==> src/rtl/ioctl_mem_loader.sv <==
// ioctl download/upload bridge: packs download bytes into 16-bit words, buffers them
// in a small FIFO and drains them to a word-wide req/ack memory port; serves upload reads.
module ioctl_mem_loader #(
  parameter logic [23:0] BASE_ADDR   = 24'd0,
  parameter logic [7:0]  INDEX_MASK  = 8'hFF,
  parameter logic [7:0]  INDEX_VALUE = 8'h00,
  parameter int          FIFO_DEPTH  = 4,
  parameter bit          BIG_ENDIAN  = 1'b0
) (
  input  logic        clk_sys,
  input  logic        reset,
  input  logic        ioctl_download,
  input  logic        ioctl_upload,
  input  logic [7:0]  ioctl_index,
  input  logic        ioctl_wr,
  input  logic [24:0] ioctl_addr,
  input  logic [7:0]  ioctl_dout,
  output logic [7:0]  ioctl_din,
  output logic        mem_req,
  output logic        mem_we,
  output logic [23:0] mem_addr,
  output logic [1:0]  mem_be,
  output logic [15:0] mem_wdata,
  input  logic        mem_ack,
  input  logic [15:0] mem_rdata,
  output logic        busy,
  output logic        overflow
);

  localparam int AW = (FIFO_DEPTH > 2) ? $clog2(FIFO_DEPTH) : 1;
  localparam int CW = AW + 1;

  typedef struct packed {
    logic [23:0] waddr;
    logic [15:0] data;
    logic [1:0]  be;
  } entry_t;

  typedef enum logic [1:0] {
    S_IDLE    = 2'd0,
    S_WR      = 2'd1,
    S_RD_REQ  = 2'd2,
    S_RD_DONE = 2'd3
  } state_t;

  state_t      state_q;
  logic        dl_q, ul_q;
  logic        pend_v_q, pend_v_d;
  entry_t      pend_q, pend_d;
  logic        ovf_q, ovf_d;
  entry_t      fifo_mem_q [FIFO_DEPTH];
  logic [AW-1:0] wr_ptr_q, rd_ptr_q;
  logic [CW-1:0] cnt_q;
  logic        busy_q;
  logic        mem_req_q, mem_we_q;
  logic [23:0] mem_addr_q;
  logic [1:0]  mem_be_q;
  logic [15:0] mem_wdata_q;
  logic [15:0] rword_q;
  logic [23:0] rtag_q, rd_tag_q;
  logic        rvalid_q;
  logic [7:0]  din_q;

  logic        sel_s, dl_rise_s, dl_fall_s, ul_rise_s, acc_s, lane_s;
  logic        pend_live_s, full_s, pop_s, push_s, clear_fifo_s, rd_need_s;
  entry_t      push_e_s, new_e_s, head_s;
  logic [15:0] merged_data_s;
  logic [1:0]  merged_be_s;

  assign sel_s     = ((ioctl_index & INDEX_MASK) == (INDEX_VALUE & INDEX_MASK));
  assign dl_rise_s = ioctl_download && !dl_q;
  assign dl_fall_s = !ioctl_download && dl_q;
  assign ul_rise_s = ioctl_upload && !ul_q;
  assign acc_s     = ioctl_wr && ioctl_download && sel_s;
  assign lane_s    = ioctl_addr[0] ^ BIG_ENDIAN;
  assign full_s    = (cnt_q == CW'(FIFO_DEPTH));
  assign pop_s     = (state_q == S_IDLE) && (cnt_q != {CW{1'b0}});
  assign head_s    = fifo_mem_q[rd_ptr_q];
  assign rd_need_s = ioctl_upload && sel_s && !ioctl_download &&
                     (!rvalid_q || (rtag_q != ioctl_addr[24:1]));

  assign new_e_s.waddr  = ioctl_addr[24:1];
  assign new_e_s.data   = lane_s ? {ioctl_dout, 8'h00} : {8'h00, ioctl_dout};
  assign new_e_s.be     = lane_s ? 2'b10 : 2'b01;
  assign merged_data_s  = lane_s ? {ioctl_dout, pend_q.data[7:0]} : {pend_q.data[15:8], ioctl_dout};
  assign merged_be_s    = pend_q.be | new_e_s.be;

  // Byte packing into the pending word and FIFO push / overflow decisions.
  always_comb begin
    pend_v_d     = pend_v_q;
    pend_d       = pend_q;
    ovf_d        = ovf_q;
    push_s       = 1'b0;
    push_e_s     = pend_q;
    clear_fifo_s = 1'b0;
    pend_live_s  = pend_v_q;
    if (dl_rise_s && sel_s) begin
      pend_v_d     = 1'b0;
      pend_live_s  = 1'b0;
      ovf_d        = 1'b0;
      clear_fifo_s = 1'b1;
    end else begin
      pend_live_s  = pend_v_q;
    end
    if (acc_s) begin
      if (!pend_live_s) begin
        pend_v_d = 1'b1;
        pend_d   = new_e_s;
      end else if (pend_q.waddr == ioctl_addr[24:1]) begin
        pend_d.data = merged_data_s;
        pend_d.be   = merged_be_s;
        if (merged_be_s == 2'b11) begin
          push_s         = 1'b1;
          push_e_s.waddr = pend_q.waddr;
          push_e_s.data  = merged_data_s;
          push_e_s.be    = merged_be_s;
          pend_v_d       = 1'b0;
        end else begin
          pend_v_d = 1'b1;
        end
      end else begin
        push_s   = 1'b1;
        pend_v_d = 1'b1;
        pend_d   = new_e_s;
      end
    end else if (dl_fall_s && pend_v_q) begin
      push_s   = 1'b1;
      pend_v_d = 1'b0;
    end else begin
      push_s = 1'b0;
    end
    // A full FIFO loses both the word being pushed and whatever byte caused it.
    if (push_s && full_s && !pop_s) begin
      push_s   = 1'b0;
      pend_v_d = 1'b0;
      ovf_d    = 1'b1;
    end else begin
      ovf_d = ovf_d;
    end
  end

  // Pending word, edge detectors, sticky overflow and busy.
  always_ff @(posedge clk_sys) begin
    if (reset) begin
      pend_v_q <= 1'b0;
      pend_q   <= '0;
      ovf_q    <= 1'b0;
      dl_q     <= 1'b0;
      ul_q     <= 1'b0;
      busy_q   <= 1'b0;
    end else begin
      pend_v_q <= pend_v_d;
      pend_q   <= pend_d;
      ovf_q    <= ovf_d;
      dl_q     <= ioctl_download;
      ul_q     <= ioctl_upload;
      busy_q   <= (ioctl_download && sel_s) || pend_v_q || (cnt_q != {CW{1'b0}}) || mem_req_q;
    end
  end

  // Word FIFO storage and pointers.
  always_ff @(posedge clk_sys) begin
    if (reset) begin
      wr_ptr_q <= {AW{1'b0}};
      rd_ptr_q <= {AW{1'b0}};
      cnt_q    <= {CW{1'b0}};
      for (int i = 0; i < FIFO_DEPTH; i++) fifo_mem_q[i] <= '0;
    end else if (clear_fifo_s) begin
      wr_ptr_q <= {AW{1'b0}};
      rd_ptr_q <= {AW{1'b0}};
      cnt_q    <= {CW{1'b0}};
    end else begin
      if (push_s) begin
        fifo_mem_q[wr_ptr_q] <= push_e_s;
        wr_ptr_q <= (wr_ptr_q == AW'(FIFO_DEPTH - 1)) ? {AW{1'b0}} : wr_ptr_q + AW'(1);
      end else begin
        wr_ptr_q <= wr_ptr_q;
      end
      if (pop_s) begin
        rd_ptr_q <= (rd_ptr_q == AW'(FIFO_DEPTH - 1)) ? {AW{1'b0}} : rd_ptr_q + AW'(1);
      end else begin
        rd_ptr_q <= rd_ptr_q;
      end
      if (push_s && !pop_s) cnt_q <= cnt_q + CW'(1);
      else if (pop_s && !push_s) cnt_q <= cnt_q - CW'(1);
      else cnt_q <= cnt_q;
    end
  end

  // Memory port FSM, read cache and upload byte.
  always_ff @(posedge clk_sys) begin
    if (reset) begin
      state_q     <= S_IDLE;
      mem_req_q   <= 1'b0;
      mem_we_q    <= 1'b0;
      mem_addr_q  <= 24'd0;
      mem_be_q    <= 2'b00;
      mem_wdata_q <= 16'd0;
      rword_q     <= 16'd0;
      rtag_q      <= 24'd0;
      rd_tag_q    <= 24'd0;
      rvalid_q    <= 1'b0;
      din_q       <= 8'd0;
    end else begin
      case (state_q)
        S_IDLE: begin
          if (pop_s) begin
            mem_req_q   <= 1'b1;
            mem_we_q    <= 1'b1;
            mem_addr_q  <= BASE_ADDR + head_s.waddr;
            mem_be_q    <= head_s.be;
            mem_wdata_q <= head_s.data;
            if (head_s.waddr == rtag_q) rvalid_q <= 1'b0;
            state_q     <= S_WR;
          end else if (rd_need_s) begin
            mem_req_q  <= 1'b1;
            mem_we_q   <= 1'b0;
            mem_be_q   <= 2'b11;
            mem_addr_q <= BASE_ADDR + ioctl_addr[24:1];
            rd_tag_q   <= ioctl_addr[24:1];
            state_q    <= S_RD_REQ;
          end else begin
            state_q <= S_IDLE;
          end
        end
        S_WR: begin
          if (mem_ack) begin
            mem_req_q <= 1'b0;
            state_q   <= S_IDLE;
          end else begin
            state_q <= S_WR;
          end
        end
        S_RD_REQ: begin
          if (mem_ack) begin
            mem_req_q <= 1'b0;
            rword_q   <= mem_rdata;
            rtag_q    <= rd_tag_q;
            rvalid_q  <= 1'b1;
            state_q   <= S_RD_DONE;
          end else begin
            state_q <= S_RD_REQ;
          end
        end
        S_RD_DONE: state_q <= S_IDLE;
        default: begin
          mem_req_q <= 1'b0;
          state_q   <= S_IDLE;
        end
      endcase
      if (ul_rise_s) rvalid_q <= 1'b0;
      if (rvalid_q && (rtag_q == ioctl_addr[24:1])) begin
        din_q <= lane_s ? rword_q[15:8] : rword_q[7:0];
      end else begin
        din_q <= din_q;
      end
    end
  end

  assign ioctl_din = din_q;
  assign mem_req   = mem_req_q;
  assign mem_we    = mem_we_q;
  assign mem_addr  = mem_addr_q;
  assign mem_be    = mem_be_q;
  assign mem_wdata = mem_wdata_q;
  assign busy      = busy_q;
  assign overflow  = ovf_q;

endmodule

==> config.mk <==
export PLATFORM = sky130hd
export DESIGN_NAME = ioctl_mem_loader
export DESIGN_NICKNAME = d
export VERILOG_FILES = /design/src/rtl/ioctl_mem_loader.sv
export SDC_FILE = /design/constraint.sdc
export NUM_CORES = 1
export LEC_CHECK = 0
export CAP_MARGIN = 10
export CELL_PAD_IN_SITES_DETAIL_PLACEMENT = 0
export CELL_PAD_IN_SITES_GLOBAL_PLACEMENT = 1
export CORE_MARGIN = 5
export CORE_UTILIZATION = 42
export CTS_CLUSTER_DIAMETER = 50
export DETAILED_ROUTE_END_ITERATION = 7
export HOLD_SLACK_MARGIN = 0.12
export MAX_ROUTING_LAYER = met4
export PLACE_DENSITY = 0.82
export SYNTH_ARGS = -nofsm -noshare
export SYNTH_HDL_FRONTEND = slang
export SYNTH_SLANG_ARGS = --single-unit
==> constraint.sdc <==
create_clock -name clk_sys -period 4.7 [get_ports clk_sys]
set_clock_uncertainty 0.1 [all_clocks]
set_input_delay 0.94 -clock clk_sys [delete_from_list [all_inputs] [get_ports clk_sys]]
set_output_delay 0.94 -clock clk_sys [all_outputs]
set_load 0.02 [all_outputs]
==> results of run 1 <==
## kinds of logic after synthesis
logic type                 share of synthesized area
adders and majority gates                    0.00726
xor gates and xnor gates                      0.0390
and+or+nand+nor                                0.141
AOI/OAI and AO/OA                             0.0786
muxes                                          0.119
buffers and inverters                         0.0389
DFF                                            0.577
## metrics by stage
stage | setup slack (ns) | util | hold slack (ns) | std cells | instance area, um^2
2_1_floorplan | 0.657 | - | 0.331 | 1384 | 14800
3_3_place_gp | 0.387 | 0.476 | 0.338 | 1916 | 16500
3_5_place_dp | 0.319 | 0.476 | 0.345 | 1916 | 16500
4_1_cts | 0.848 | 0.515 | 0.353 | 1989 | 17900
5_1_grt | 0.629 | 0.515 | 0.366 | 1989 | 17900
6_report | 0.743 | 0.515 | 0.351 | 1989 | 17900
## path summary, 6_finish.rpt
path                       endpoint  slack [ns]  cells after the start
setup reg to reg  fifo_mem_q[2][15]        1.36                      8
hold / removal           rtag_q[16]        0.35                      2
hold reg to reg          rtag_q[16]        0.35                      2
setup / recovery  fifo_mem_q[2][15]        0.74                      9
## cell usage after synthesis, types with 19 or more instances
| cell type | instances |
|---|---|
| nor2_1 | 259 |
| clkbuf_1 | 52 |
| xor2_1 | 45 |
| mux2i_1 | 106 |
| mux4_2 | 28 |
| xnor2_1 | 21 |
| inv_1 | 37 |
| nand2_1 | 183 |
| buf_2 | 19 |
| a21oi_1 | 114 |
| dfxtp_1 | 175 |
| edfxtp_1 | 168 |
| a211oi_1 | 23 |
## per-layer routing
metal,GRT usage,up-vias,routed length [um]
li1,-,5048,-
met1,0.292,5295,18200
met2,0.324,438,18500
met3,0.0407,89,3400
met4,0.0706,0,1390
met5,-,-,0
## area by class of cell
class | count | area (um^2)
Timing Repair Buffer | 162 | 1540
Tap cell | 455 | 569
Fill cell | 3026 | 16800
Inverter | 39 | 146
Multi-Input combinational cell | 917 | 5720
Clock buffer | 51 | 1100
Clock inverter | 22 | 241
Sequential cell | 343 | 8550
## power breakdown
group,switching [mW],internal [mW],total (mW)
sequential,0.135,3.34,3.47
combinational,1.06,0.741,1.80
clock,1.25,1.89,3.14
total,2.44,5.97,8.41
## critical path, delay by kind of cell
kind / cells / cell delay, ns
simple gates: 5 / 1.85
buf+inv: 2 / 0.74
mux: 1 / 0.38
xor+xnor: 1 / 0.21
## registers in the layout, indices dropped and copies added (netlist names), 3 cells and up, named ones only
name / cells
mem_addr: 24
rword_q: 16
rtag_q: 24
fifo_mem_q: 168
mem_wdata: 16
cnt_q: 3
ioctl_din: 8
pend_q: 42
rd_tag_q: 24
==> impl_metrics.csv, run 1 <==
group,metric,value,unit
run_status,status,"completed",
placed_design,post-dp-hpwl,27300,um
placed_design,numPortBuffers,116,
synth,synth_top_cells_by_area,"edfxtp_1 34%, dfxtp_1 24%, mux2i_1 7.2%",
finish,nets,1574,
placed_design,gp_congestion,0.873,
setup_path,timing.rr.start,"pend_q[41]",
synth,synth-seq-area-share,0.577,
flow_run,maxCapViolCount,0,
setup_path,slowest_delay,0.57,ns
setup_path,startpoint,"ioctl_addr[24]",
timing,maxClockFrequency,253,MHz
setup_path,arrival,4.12,ns
global_routing,grt_pass1_vias,10800,
routing,totalWireLength,41500,um
hold_path,hp-class,"reg -> reg",
clocking,cts_setup_buffers,0,
routing,wl_per_cell,20.9,um
clocking,cts_buffer_depth,3,
timing,slew_headroom,0.270,
synth,syn_avg_cell_area,10.7,um^2
pwr,p_leak,6.08,nW
clocking,cts.htree.levels,2,
global_routing,antenna_found_initial,0,
synth,synthArstFlopShare,0,
synth,synth-edff-count,168,
clocking,hold_buffers,0,
routing,drt-initial-drc-count,767,
floorplan,rows,68,
global_routing,track_usage,0.214,
clocking,cts.root.buffer_cell,"clkbuf_16",
setup_path,cp.required,4.86,ns
timing,setup_viol,0,
timing,final-hold-violation-count,0,
synth,ys.flop_type,"dfxtp_1",
floorplan,core,0.0347,mm^2
timing,period_share,0.842,
routing,first_pass_iters,5,
floorplan,floorplan.die_area,0.0391,mm^2
synth,yosysWarnings,0,
clocking,cts_made_buffers,40,
routing,vias,10900,
routing,via_per_inst,5.47,
setup_path,critical_path.slowest_cell,"nor3_1",
timing,slew_viol_final,0,
synth,synthesis.nets,1455,
setup_path,crit_path_start_kind,"input port",
finish,final_cell_mix,"258 x nor2_1, 179 x nand2_1, 173 x dfxtp_1, 168 x edfxtp_1, 115 x clkdlybuf4s50_1",
finish,syn_to_final_growth,20.6,%
synth,netlist_instances,1384,
global_routing,grt_overflow_total,0,
timing,rsz0062_at_grt,"false",
finish,drive_above_1_share,0.104,
timing,fin_tns_setup,0,ns
synth,syn-cell-area,0.0148,mm^2
floorplan,initial_utilization,0.427,
setup_path,crit_fanout,8,
routing,ant_nets,0,
synth,yosysTopAreaCellShare,0.340,
synth,yosysTopAreaCell,"edfxtp_1",
floorplan,die_h,198,um
clocking,cts_tree,"done",
synth,ys_ff_latch,343,
clocking,postCtsResizedCells,0,
pwr,p_total,8.41,mW
floorplan,boundaryPins,117,
clocking,clk_pin_slew,0.06,ns
floorplan,fp.dieW,198,um
global_routing,grt_first_pass_wirelength,63200,um
clocking,clock_latency,0.54,ns
setup_path,critPathKind,"in -> reg",
hold_path,hold_start,"rd_tag_q[16]",
synth,yosysUniqueCellTypes,59,
timing,worst_pin_slew,1.09,ns
setup_path,crit_path_end_kind,"register",
pwr,vdd_drop_max,0.267,mV
finish,n_antenna_cell,0,
finish,layout_commonest_cell,"nor2_1",
clocking,clock-sinks,343,
pwr,p_per_area,471,mW/mm^2
global_routing,grt_start_max_net_pins,101,
timing,min_period,3.96,ns
setup_path,path_cells,"clkdlybuf4s50_1 -> xor2_1 -> nor4_1 -> nand4_1 -> nor3_1 -> and4_1 -> buf_4 -> mux2i_1 -> nor2_1",
routing,route.detailed.drc,0,
Power figures use the tool's default switching activity.
==> run 2, diff against run 1 <==
--- a/config.mk
+++ b/config.mk
@@ -9,12 +9,12 @@
 export CELL_PAD_IN_SITES_DETAIL_PLACEMENT = 0
 export CELL_PAD_IN_SITES_GLOBAL_PLACEMENT = 1
 export CORE_MARGIN = 5
-export CORE_UTILIZATION = 42
+export CORE_UTILIZATION = 43
 export CTS_CLUSTER_DIAMETER = 50
 export DETAILED_ROUTE_END_ITERATION = 7
 export HOLD_SLACK_MARGIN = 0.12
 export MAX_ROUTING_LAYER = met4
-export PLACE_DENSITY = 0.82
+export PLACE_DENSITY = 0.81
 export SYNTH_ARGS = -nofsm -noshare
 export SYNTH_HDL_FRONTEND = slang
 export SYNTH_SLANG_ARGS = --single-unit
==> constraint.sdc (replaced) <==
create_clock -name clk_sys -period 3.7 [get_ports clk_sys]
set_clock_uncertainty 0.1 [all_clocks]
set_input_delay 0.74 -clock clk_sys [delete_from_list [all_inputs] [get_ports clk_sys]]
set_output_delay 0.74 -clock clk_sys [all_outputs]
set_load 0.02 [all_outputs]
==> run 2 against run 1 <==
  * Clock power increased by 16%
  * Total power increased by 23%
  * Cell area increased by 2.3%
  * Critical endpoint is now rvalid_q
  * Largest power group unchanged
==> impl_metrics.csv, run 2 (synthesis gave the netlist of run 1 again) <==
group,metric,value,unit
floorplan,rows,68,
pwr,combPwrFrac,0.226,
finish,drive_above_1_share,0.125,
timing,setup_viol,0,
flow_run,maxCapViolCount,0,
clocking,clk_pin_slew,0.06,ns
finish,final_cell_mix,"258 x nor2_1, 180 x nand2_1, 173 x dfxtp_1, 168 x edfxtp_1, 115 x clkdlybuf4s50_1",
clocking,cts_tree,"done",
global_routing,track_usage,0.215,
floorplan,core,0.0343,mm^2
placed_design,gp_congestion,0.879,
finish,syn_to_final_growth,23.3,%
setup_path,crit_path_end_kind,"register",
timing,min_period,3.24,ns
finish,seq_area,0.00855,mm^2
clocking,cts.htree.levels,2,
floorplan,floorplan.die_area,0.0383,mm^2
routing,drt-initial-drc-count,858,
timing,period_share,0.876,
setup_path,crit_path_start_kind,"register",
routing,totalWireLength,41000,um
finish,multiInputGateArea,0.00572,mm^2
clocking,postCtsResizedCells,0,
finish,layout_commonest_cell,"nor2_1",
timing,slew_headroom,0.280,
routing,route.met2.wl,18900,um
timing,rsz0062_at_grt,"false",
timing,worst_slack,0.458,ns
floorplan,boundaryPins,117,
finish,utilization,0.533,
finish,regMostFlops,"fifo_mem_q",
floorplan,die_h,196,um
global_routing,grt_pass1_vias,10800,
timing,fin_tns_setup,0,ns
clocking,cts_buffer_depth,3,
pwr,p_leak,6.31,nW
routing,route.detailed.drc,0,
setup_path,r2r_slack,0.46,ns
global_routing,antenna_found_initial,1,
clocking,clock-sinks,343,
timing,final-hold-violation-count,0,
setup_path,cp.required,4.02,ns
run_status,status,"completed",
clocking,cts_made_buffers,38,
clocking,cts.root.buffer_cell,"clkbuf_16",
pwr,switching_share,0.293,
global_routing,grt_start_max_net_pins,101,
timing,worst_pin_slew,1.08,ns
global_routing,grt_overflow_total,0,
clocking,cts_setup_buffers,0,
hold_path,hp-class,"reg -> reg",
finish,largest_reg_flops,168,
pwr,vdd_drop_max,0.356,mV
floorplan,initial_utilization,0.432,
setup_path,critPathKind,"reg -> reg",
routing,met1_length,18100,um
routing,wl_met3,2920,um
placed_design,preCtsSetupSlack,-0.0220,ns
routing,first_pass_iters,5,
finish,nets,1620,
pwr,power_frac_clock,0.349,
routing,top_layer,"met4",
finish,largestRegisters,"fifo_mem_q: 168 flops, pend_q: 42 flops",
timing,maxClockFrequency,308,MHz
routing,via_per_inst,5.36,
clocking,clock_latency,0.52,ns
finish,nFillCells,2979,
pwr,p_total,10.4,mW
clocking,hold_buffers,0,
setup_path,crit_fanout,18,
placed_design,post-dp-hpwl,28500,um
routing,wl_per_cell,20.1,um
floorplan,fp.dieW,196,um
global_routing,grt_first_pass_wirelength,63100,um
routing,ant_nets,0,
pwr,p_per_area,568,mW/mm^2
timing,slew_viol_final,0,
pwr,seq_power_share,0.425,
routing,vias,10900,
pwr,p_int,7.35,mW
pwr,p_sw,3.04,mW
placed_design,numPortBuffers,116,
setup_path,arrival,3.56,ns
==> run 2: worst paths after layout <==
kind | startpoint | to | cells past startpoint
worst max-delay path | register | rvalid_q | 8
worst min-delay path | rword_q[5] | rword_q[5] | 2
worst max register to register | register | rvalid_q | 8
worst min register to register | rword_q[5] | rword_q[5] | 2
==> run 2: power by group through the flow <==
| stage | clock network (mW) | logic, mW | registers [mW] |
|---|---|---|---|
| CTS | 3.70 | 2.35 | 4.41 |
| floorplan | 0 | 1.24 | 4.63 |
| detailed placement | 0 | 2.34 | 4.49 |
| global route | 3.87 | 2.52 | 4.44 |
| global placement | 0 | 2.32 | 4.48 |
| finish | 3.63 | 2.35 | 4.41 |
==> run 2: layout make-up <==
type                       count  area share
antenna                        1    0.000137
clock buffer                  50      0.0584
clock inverter                19     0.00753
inverter                      39     0.00801
multi-input combinational    917       0.313
sequential                   343       0.468
tap                          455      0.0311
timing repair buffer         210       0.114
==> run 2: stage by stage <==
| stage | area (um^2) | std cells | hold WS (ns) |
|---|---|---|---|
| 3_5_place_dp | 17100 | 1964 | 0.345 |
| 4_1_cts | 18300 | 2033 | 0.351 |
| 3_3_place_gp | 17100 | 1964 | 0.340 |
| 6_report | 18300 | 2034 | 0.352 |
| 2_1_floorplan | 14800 | 1384 | 0.331 |
| 5_1_grt | 18300 | 2034 | 0.375 |
==> run 2: critical path, stage by stage (launching register included) <==
cell,delay [ns]
dfxtp_2,0.47
buf_12,0.22
mux2_2,0.38
a32oi_1,0.22
o311ai_1,0.16
a2111oi_0,0.63
nand4_1,0.38
o311a_1,0.39
a31o_1,0.18
==> run 2: layer usage <==
layer | GRT usage | up-vias
met5 | - | -
met1 | 0.297 | 5282
met2 | 0.337 | 403
met4 | 0.0556 | 0
met3 | 0.0325 | 64
li1 | - | 5147
